<file path="config.mk">
export PLATFORM = sky130hd
export DESIGN_NAME = axi_rd_master
export DESIGN_NICKNAME = d
export VERILOG_FILES = /design/src/rtl/axi_rd_master.sv
export SDC_FILE = /design/constraint.sdc
export NUM_CORES = 1
export LEC_CHECK = 0
export BUFFER_PORTS_ARGS = -buffer_cell sky130_fd_sc_hd__buf_2
export CAP_MARGIN = 20
export CELL_PAD_IN_SITES_DETAIL_PLACEMENT = 1
export CELL_PAD_IN_SITES_GLOBAL_PLACEMENT = 2
export CORE_ASPECT_RATIO = 0.5
export CORE_UTILIZATION = 25
export CTS_CLUSTER_SIZE = 25
export DETAILED_ROUTE_END_ITERATION = 10
export HOLD_SLACK_MARGIN = 0.1
export MAX_ROUTING_LAYER = met4
export PLACE_DENSITY = 0.78
export SLEW_MARGIN = 20
export SYNTH_ARGS = -nofsm -noshare
export SYNTH_HDL_FRONTEND = slang
export SYNTH_SLANG_ARGS = --single-unit
export TNS_END_PERCENT = 20
</file>
<file path="constraint.sdc">
create_clock -name aclk -period 2.1 [get_ports aclk]
set_input_delay 0.105 -clock aclk [delete_from_list [all_inputs] [get_ports aclk]]
set_output_delay 0.105 -clock aclk [all_outputs]
set_load 0.03 [all_outputs]
</file>
<file path="src/rtl/axi_rd_master.sv">
`default_nettype none
// ============================================================================
// axi_rd_master : single-outstanding AXI4 read initiator with per-beat
//                 RID/RLAST checking and idle timeout.      Rev 1.0
// ============================================================================
module axi_rd_master #(
  parameter int TAGW    = 4,
  parameter int TIMEOUT = 1024
) (
  input  logic            aclk,
  input  logic            rst_l,
  input  logic            cmd_valid,
  output logic            cmd_ready,
  input  logic [31:0]     cmd_addr,
  input  logic [7:0]      cmd_len,
  output logic            rsp_valid,
  input  logic            rsp_ready,
  output logic [63:0]     rsp_rdata,
  output logic [1:0]      rsp_resp,
  output logic            rsp_last,
  output logic            rsp_err,
  output logic            arvalid,
  input  logic            arready,
  output logic [31:0]     araddr,
  output logic [TAGW-1:0] arid,
  output logic [7:0]      arlen,
  output logic [1:0]      arburst,
  output logic [2:0]      arsize,
  input  logic            rvalid,
  output logic            rready,
  input  logic [63:0]     rdata,
  input  logic [1:0]      rresp,
  input  logic [TAGW-1:0] rid,
  input  logic            rlast
);

  localparam int TCW = (TIMEOUT > 2) ? $clog2(TIMEOUT) : 1;
  // The abort is launched on the edge where the idle count would reach TIMEOUT-1.
  localparam logic [TCW-1:0] TLIM = TCW'(TIMEOUT - 2);

  typedef enum logic [1:0] {
    S_IDLE = 2'd0,
    S_ADDR = 2'd1,
    S_DATA = 2'd2
  } state_e;

  state_e          state_q, state_d;
  logic            arvalid_q, arvalid_d;
  logic [31:0]     araddr_q, araddr_d;
  logic [7:0]      arlen_q, arlen_d;
  logic [TAGW-1:0] tag_q, tag_d;
  logic [7:0]      beat_cnt_q, beat_cnt_d;
  logic [TCW-1:0]  tcnt_q, tcnt_d;
  logic            rsp_valid_q, rsp_valid_d;
  logic [63:0]     rsp_rdata_q, rsp_rdata_d;
  logic [1:0]      rsp_resp_q, rsp_resp_d;
  logic            rsp_last_q, rsp_last_d;
  logic            rsp_err_q, rsp_err_d;

  logic w_stall, w_beat, w_last_beat, w_tmo;
  logic unused_addr_lsb;

  assign unused_addr_lsb = ^cmd_addr[2:0];

  assign cmd_ready   = (state_q == S_IDLE);
  assign rready      = (state_q == S_DATA) && (!rsp_valid_q || rsp_ready);
  assign w_stall     = rsp_valid_q && !rsp_ready;
  assign w_beat      = rvalid && rready;
  assign w_last_beat = (beat_cnt_q == 8'd0);
  assign w_tmo       = (tcnt_q == TLIM);

  assign arvalid   = arvalid_q;
  assign araddr    = araddr_q;
  assign arid      = tag_q;
  assign arlen     = arlen_q;
  assign arburst   = 2'b01;
  assign arsize    = 3'b011;
  assign rsp_valid = rsp_valid_q;
  assign rsp_rdata = rsp_rdata_q;
  assign rsp_resp  = rsp_resp_q;
  assign rsp_last  = rsp_last_q;
  assign rsp_err   = rsp_err_q;

  always_comb begin
    state_d     = state_q;
    arvalid_d   = arvalid_q;
    araddr_d    = araddr_q;
    arlen_d     = arlen_q;
    tag_d       = tag_q;
    beat_cnt_d  = beat_cnt_q;
    tcnt_d      = tcnt_q;
    rsp_valid_d = rsp_valid_q && !rsp_ready;
    rsp_rdata_d = rsp_rdata_q;
    rsp_resp_d  = rsp_resp_q;
    rsp_last_d  = rsp_last_q;
    rsp_err_d   = rsp_err_q;

    case (state_q)
      S_IDLE: begin
        tcnt_d = '0;
        if (cmd_valid) begin
          araddr_d   = {cmd_addr[31:3], 3'b000};
          arlen_d    = cmd_len;
          beat_cnt_d = cmd_len;
          arvalid_d  = 1'b1;
          state_d    = S_ADDR;
        end
      end
      S_ADDR: begin
        if (arvalid_q && arready) begin
          arvalid_d = 1'b0;
          tcnt_d    = '0;
          state_d   = S_DATA;
        end else if (!w_stall) begin
          if (w_tmo) begin
            rsp_valid_d = 1'b1;
            rsp_rdata_d = '0;
            rsp_resp_d  = 2'b10;
            rsp_last_d  = 1'b1;
            rsp_err_d   = 1'b1;
            arvalid_d   = 1'b0;
            tag_d       = tag_q + 1'b1;
            tcnt_d      = '0;
            state_d     = S_IDLE;
          end else begin
            tcnt_d = tcnt_q + 1'b1;
          end
        end
      end
      S_DATA: begin
        if (w_beat) begin
          rsp_valid_d = 1'b1;
          rsp_rdata_d = rdata;
          rsp_resp_d  = rresp;
          rsp_last_d  = w_last_beat;
          rsp_err_d   = (rid != tag_q) || (rlast != w_last_beat);
          beat_cnt_d  = beat_cnt_q - 8'd1;
          tcnt_d      = '0;
          if (w_last_beat) begin
            tag_d   = tag_q + 1'b1;
            state_d = S_IDLE;
          end
        end else if (!w_stall) begin
          // Timer only advances while the output register could take the abort beat.
          if (w_tmo) begin
            rsp_valid_d = 1'b1;
            rsp_rdata_d = '0;
            rsp_resp_d  = 2'b10;
            rsp_last_d  = 1'b1;
            rsp_err_d   = 1'b1;
            tag_d       = tag_q + 1'b1;
            tcnt_d      = '0;
            state_d     = S_IDLE;
          end else begin
            tcnt_d = tcnt_q + 1'b1;
          end
        end
      end
      default: state_d = S_IDLE;
    endcase
  end

  always_ff @(posedge aclk or negedge rst_l) begin
    if (!rst_l) begin
      state_q     <= S_IDLE;
      arvalid_q   <= 1'b0;
      araddr_q    <= '0;
      arlen_q     <= '0;
      tag_q       <= '0;
      beat_cnt_q  <= '0;
      tcnt_q      <= '0;
      rsp_valid_q <= 1'b0;
      rsp_rdata_q <= '0;
      rsp_resp_q  <= '0;
      rsp_last_q  <= 1'b0;
      rsp_err_q   <= 1'b0;
    end else begin
      state_q     <= state_d;
      arvalid_q   <= arvalid_d;
      araddr_q    <= araddr_d;
      arlen_q     <= arlen_d;
      tag_q       <= tag_d;
      beat_cnt_q  <= beat_cnt_d;
      tcnt_q      <= tcnt_d;
      rsp_valid_q <= rsp_valid_d;
      rsp_rdata_q <= rsp_rdata_d;
      rsp_resp_q  <= rsp_resp_d;
      rsp_last_q  <= rsp_last_d;
      rsp_err_q   <= rsp_err_d;
    end
  end

endmodule
`default_nettype wire
</file>
## Word level (Yosys, flattened, before mapping)

Index checks and enable logic that the tools add are counted.

- Add/subtract/negate cells: 3
- Equality and inequality tests: 11
- Multiplexer cells: 51
- Reduce and logical (&&, ||, !) cells: 20

Operators with widths:

| cell | number |
|---|---|
| $mux W64 | 4 |
| $pmux W64 S2 | 1 |
| $mux W10 | 4 |
| $pmux W10 S3 | 1 |
| $mux W2 | 10 |
| $mux W4 | 5 |
| $mux W1 | 16 |
| $mux W8 | 2 |
| $pmux W8 S2 | 1 |
| $add A10 B1 Y10 const B | 1 |
| $eq A10 B10 Y1 const B | 1 |
| $ne A3 B3 Y1 const B | 3 |
| $logic_not A8 Y1 | 1 |
| $pmux W1 S2 | 4 |
| $pmux W4 S2 | 1 |
| $sub A8 B1 Y8 const B | 1 |
| $ne A2 B2 Y1 const B | 3 |
| $pmux W2 S3 | 1 |
| $reduce_and A2 Y1 | 3 |
| $reduce_and A3 Y1 | 2 |
| $reduce_bool A2 Y1 | 3 |
| $add A4 B1 Y4 const B | 1 |
| $logic_and A1 B1 Y1 | 4 |
| $ne A4 B4 Y1 | 1 |
| other kinds (9) | 11 |

- Flip-flop bits (word level): 131
- Input port bits: 117
- Output and inout bits: 121
- Word-level logic and storage cells: 97

## Longest topological paths before layout

- Depth in word-level cells: 6
- Gate-level depth with buffers: 8

## Least setup slack after synthesis

Ideal clock, no wire load.

- Path type: register to register
- From: reg state_q[0]
- To: reg beat_cnt_q[3]
- Data arrival time: 1.888 ns
- Data required time: 1.974 ns
- Slack: 0.087 ns
- Cell stages (with the launch flop): 8
- Buffers on the path: 0
- Clock period less this slack: 2.013 ns
- Cell sequence: dfrtp_1 > inv_1 > ha_1 > nand2b_1 > o21ai_1 > nor3_1 > mux2_2 > a221o_1

- Elaborated cells between the ends (all ways): 9
- Those cells by class: eq/ne: 3; mux: 1; reduce/logical: 5

RTL lines:

| element | RTL line | source |
|---|---|---|
| from (decl) | 47 | `state_e state_q, state_d;` |
| from (signal assigned) | 178 | `state_q <= state_d;` |
| $logic_not A2 Y1 (*) | - |  |
| named net cmd_ready | 13 | `output logic cmd_ready,` |
| $ne A2 B2 Y1 (no source line) or $reduce_bool A2 Y1 (tied branches) | - |  |
| $reduce_and A3 Y1 (no source line) | - |  |
| to (signal assigned) | 183 | `beat_cnt_q <= beat_cnt_d;` |
| to (decl) | 52 | `logic [7:0] beat_cnt_q, beat_cnt_d;` |

The timed path passes the listed nets; every way through them passes the cells marked *.
A chain may end at the register's enable or synchronous reset.

## Worst setup path after layout

- From: reg tcnt_q[1]
- To: reg rsp_rdata_q[38], in the netlist rsp_rdata[38]

- Cells in the longest elaborated chain, start to end: 5
- Elaborated cells between the ends (all ways): 6
- Those cells by class: eq/ne: 1; mux: 5

RTL lines:

| element | RTL line | source |
|---|---|---|
| from (decl) | 53 | `logic [TCW-1:0] tcnt_q, tcnt_d;` |
| from (signal assigned) | 184 | `tcnt_q <= tcnt_d;` |
| $eq A10 B10 Y1 (*) | 70 | `assign w_tmo = (tcnt_q == TLIM);` |
| $mux W64 (*) (2 in a row) | - |  |
| $mux W64, on equally long branches | - |  |
| $pmux W64 S2 (*) | - |  |
| to (signal assigned) | 186 | `rsp_rdata_q <= rsp_rdata_d;` |
| to (decl) | 55 | `logic [63:0] rsp_rdata_q, rsp_rdata_d;` |

Every way passes the cells marked *; elsewhere a longest branch is shown, timed or not. The select of a mux whose other input is x is not followed.

==> impl_metrics.env <==
export IMPL_track_usage_pct=17.5
export IMPL_die_y_um=107
export IMPL_routed_wl_um=18700
export IMPL_synthAdderAreaFrac_pct=2.25
export IMPL_synth_most_common_cell="dfrtp_1"
export IMPL_vias=4987
export IMPL_io_buffers=226
export IMPL_worstSkewPairLatency_ns=0.43
export IMPL_finalHoldViolations=0
export IMPL_synth_seq_area_share_pct=59.0
export IMPL_grt_pass1_wl_um=29800
export IMPL_design_area_um2=8820
export IMPL_whs_ns=0.116
export IMPL_placed_area_um2=7130
export IMPL_diodes=0
export IMPL_cts_sinks=131
export IMPL_yosys_warnings=0
export IMPL_postCtsSetupBuffers=0
export IMPL_max_cap_violations=0
export IMPL_yosys_area_share_simple_pct=7.69
export IMPL_grt_overflow=0
export IMPL_ys_async_sr_fraction_pct=100
export IMPL_cp_arrival_ns=2.28
export IMPL_min_period_ns=1.98
export IMPL_synth_top_family_by_area="compound AO/OA/AOI/OAI gates"
export IMPL_die_area_um2=22800
export IMPL_synth_top_area_share_pct=59.0
export IMPL_synthMuxAreaShare_pct=8.05
export IMPL_htreeDepth=4
export IMPL_startpoint="tcnt_q[1]"
export IMPL_synth_edf_count=0
export IMPL_row_count=38
export IMPL_wire_per_inst_um=17.1
export IMPL_start_util_pct=25.5
export IMPL_cp_max_fo=40
export IMPL_setup_viol_count_final=0
export IMPL_numCtsBuffers=17
export IMPL_tns_ns=0
export IMPL_hold_start="rsp_ready"
export IMPL_synth_xor_area_share_pct=1.58
export IMPL_drv_slew=0
export IMPL_synth_ff_type="dfrtp_1"
export IMPL_cp_data_required_time_ns=2.40
export IMPL_status="finished, final reports clean"
export IMPL_synth_area_leaders="dfrtp_1 59%, a22o_1 10%, mux2_2 7.3%"
export IMPL_drc=0
export IMPL_synth_compound_area_share_pct=16.9
export IMPL_maxClockFrequency_mhz=505
export IMPL_cp_start_kind="flop"
export IMPL_nets=911
export IMPL_final_core_util_pct=40.6
export IMPL_cts_tree="yes"
export IMPL_hold_path_class="input port to flop"
export IMPL_antenna_found_initial=0
export IMPL_flow_area_growth_from_synthesis_pct=58.8
export IMPL_placeableCoreArea_um2=21700
export IMPL_synth_common_cells="131 x dfrtp_1, 65 x a22o_1, 36 x mux2_2"
export IMPL_clockBufferDepth=2
export IMPL_synth_largest_area_cell="dfrtp_1"
export IMPL_drt_iter0_drc=282
export IMPL_clkSlewWorstSetupHoldPaths_ns=0.06
export IMPL_avgSynthCellArea_um2=12.8
export IMPL_period_share_pct=94.3
export IMPL_rr_startpoint="tcnt_q[1]"
export IMPL_worstSetupPathType="flop to flop"
export IMPL_ant_nets=0
export IMPL_rsz0062_at_grt="false"
export IMPL_p_total_w=0.0136
export IMPL_grt_max_degree=59
export IMPL_syn_area_um2=5550
export IMPL_ir_drop_v=0.000626
export IMPL_root_buffer="clkbuf_16"
export IMPL_leakage_nw=4.29
export IMPL_ys_types=51
export IMPL_dp_hpwl_um=11600
export IMPL_synth_cells=434
export IMPL_vias_per_cell=4.55
export IMPL_die_x_um=213
export IMPL_drive_gt1_share_pct=41.4
export IMPL_io_pins=238
export IMPL_finalClockSkew_ns=0.0105
export IMPL_drt_pre_antenna_iters=4
export IMPL_grt_pass1_vias=5527
export IMPL_power_density_nw_per_um2=1540
export IMPL_synth_seq_cells=131
export IMPL_worstSetupEndpointType="flop"
export IMPL_place_congestion=0.770
[routing by layer]
layer	wire, um	global-route usage [%]	vias to the layer above	part of all wire, %
met5	0	-	-	0
met4	593	7.45	0	3.2
met3	457	3.94	44	2.4
met2	10100	30.6	107	54
met1	7590	19.3	2549	41
li1	-	-	2287	-
[metrics by stage]
step / worst slack, ns / instances
2_1_floorplan: 0.0866 / 440
3_3_place_gp: 0.116 / 957
3_5_place_dp: 0.0424 / 957
5_1_grt: 0.00958 / 1097
4_1_cts: 0.0223 / 1097
6_report: 0.119 / 1097
[timing repair]
action,in CTS,in global routing
resized for setup,0,2
hold buffers,108,0
hold endpoints to repair,245,0
setup endpoints to repair,0,15
[critical path, stage by stage (launching register included)]
cell     delay (ns)
dfrtp_1        0.42
ha_1           0.18
and4_1         0.24
nand4_2        0.23
a21o_2         0.32
buf_12         0.18
a22o_1         0.27
[layout by cell type (no fill, tap or decap), drive strengths merged, types with 2 or more instances in the layout]
| cell | instances |
|---|---|
| nor2 | 9 |
| o21ai | 16 |
| ha | 10 |
| dlygate4sd3 | 108 |
| o221a | 2 |
| buf | 248 |
| a22o | 65 |
| a21boi | 2 |
| a31oi | 5 |
| nand2 | 19 |
| nand3 | 11 |
| clkinvlp | 4 |
| and3 | 6 |
| mux2 | 37 |
| nand2b | 4 |
| dfrtp | 131 |
| a221o | 2 |
| xor2 | 5 |
| or3 | 3 |
| xnor2 | 5 |
| a21o | 4 |
| nor4 | 3 |
| inv | 16 |
| nor3 | 8 |
| bufinv | 2 |
| and2 | 2 |
| clkbuf | 17 |
| o22ai | 3 |
| a21oi | 10 |
| o211ai | 3 |
| nand4 | 4 |
| or2 | 5 |
| mux2i | 3 |
| conb | 8 |
| nor2b | 3 |
| clkinv | 3 |
| and4 | 2 |
[where the power goes]
group / internal, W / switching [W]
clock network: 0.00178 / 0.00129
registers: 0.00364 / 0.000712
logic: 0.00228 / 0.00388
[layout make-up]
class / count / area, um^2
clock buffer: 17 / 425
clock inverter: 15 / 171
fill: 2407 / 12900
inverter: 10 / 37.5
multi-input combinational: 268 / 2070
sequential: 131 / 3280
tap: 300 / 375
timing repair buffer: 356 / 2460
[path summary, 6_finish.rpt]
check,endpoint,slack (ns),cells past startpoint
min in group asynchronous,rsp_rdata[17],0.20,2
max reg2reg,rsp_rdata[38],0.12,6
min reg2reg,arlen[7],0.49,2
max in group asynchronous,rsp_rdata[38],1.26,3
min,tcnt_q[0],0.12,4
max,rsp_rdata[38],0.12,6
[cells by family after synthesis]
logic type	count (synthesis)
compound gates	120
xor+xnor	10
fa+ha+maj	10
buf+inv	41
flops	131
mux	40
other cells	2
simple gates	80
[flip-flops by register name (all words and copies together) (netlist names)]
name	count
arid	4
tcnt_q	10
rsp_rdata	64
rsp_err	1
arlen	8
state_q	2
arvalid	1
araddr	29
rsp_last	1
beat_cnt_q	8
rsp_valid	1
rsp_resp	2
(Power assumes the default switching activity.)
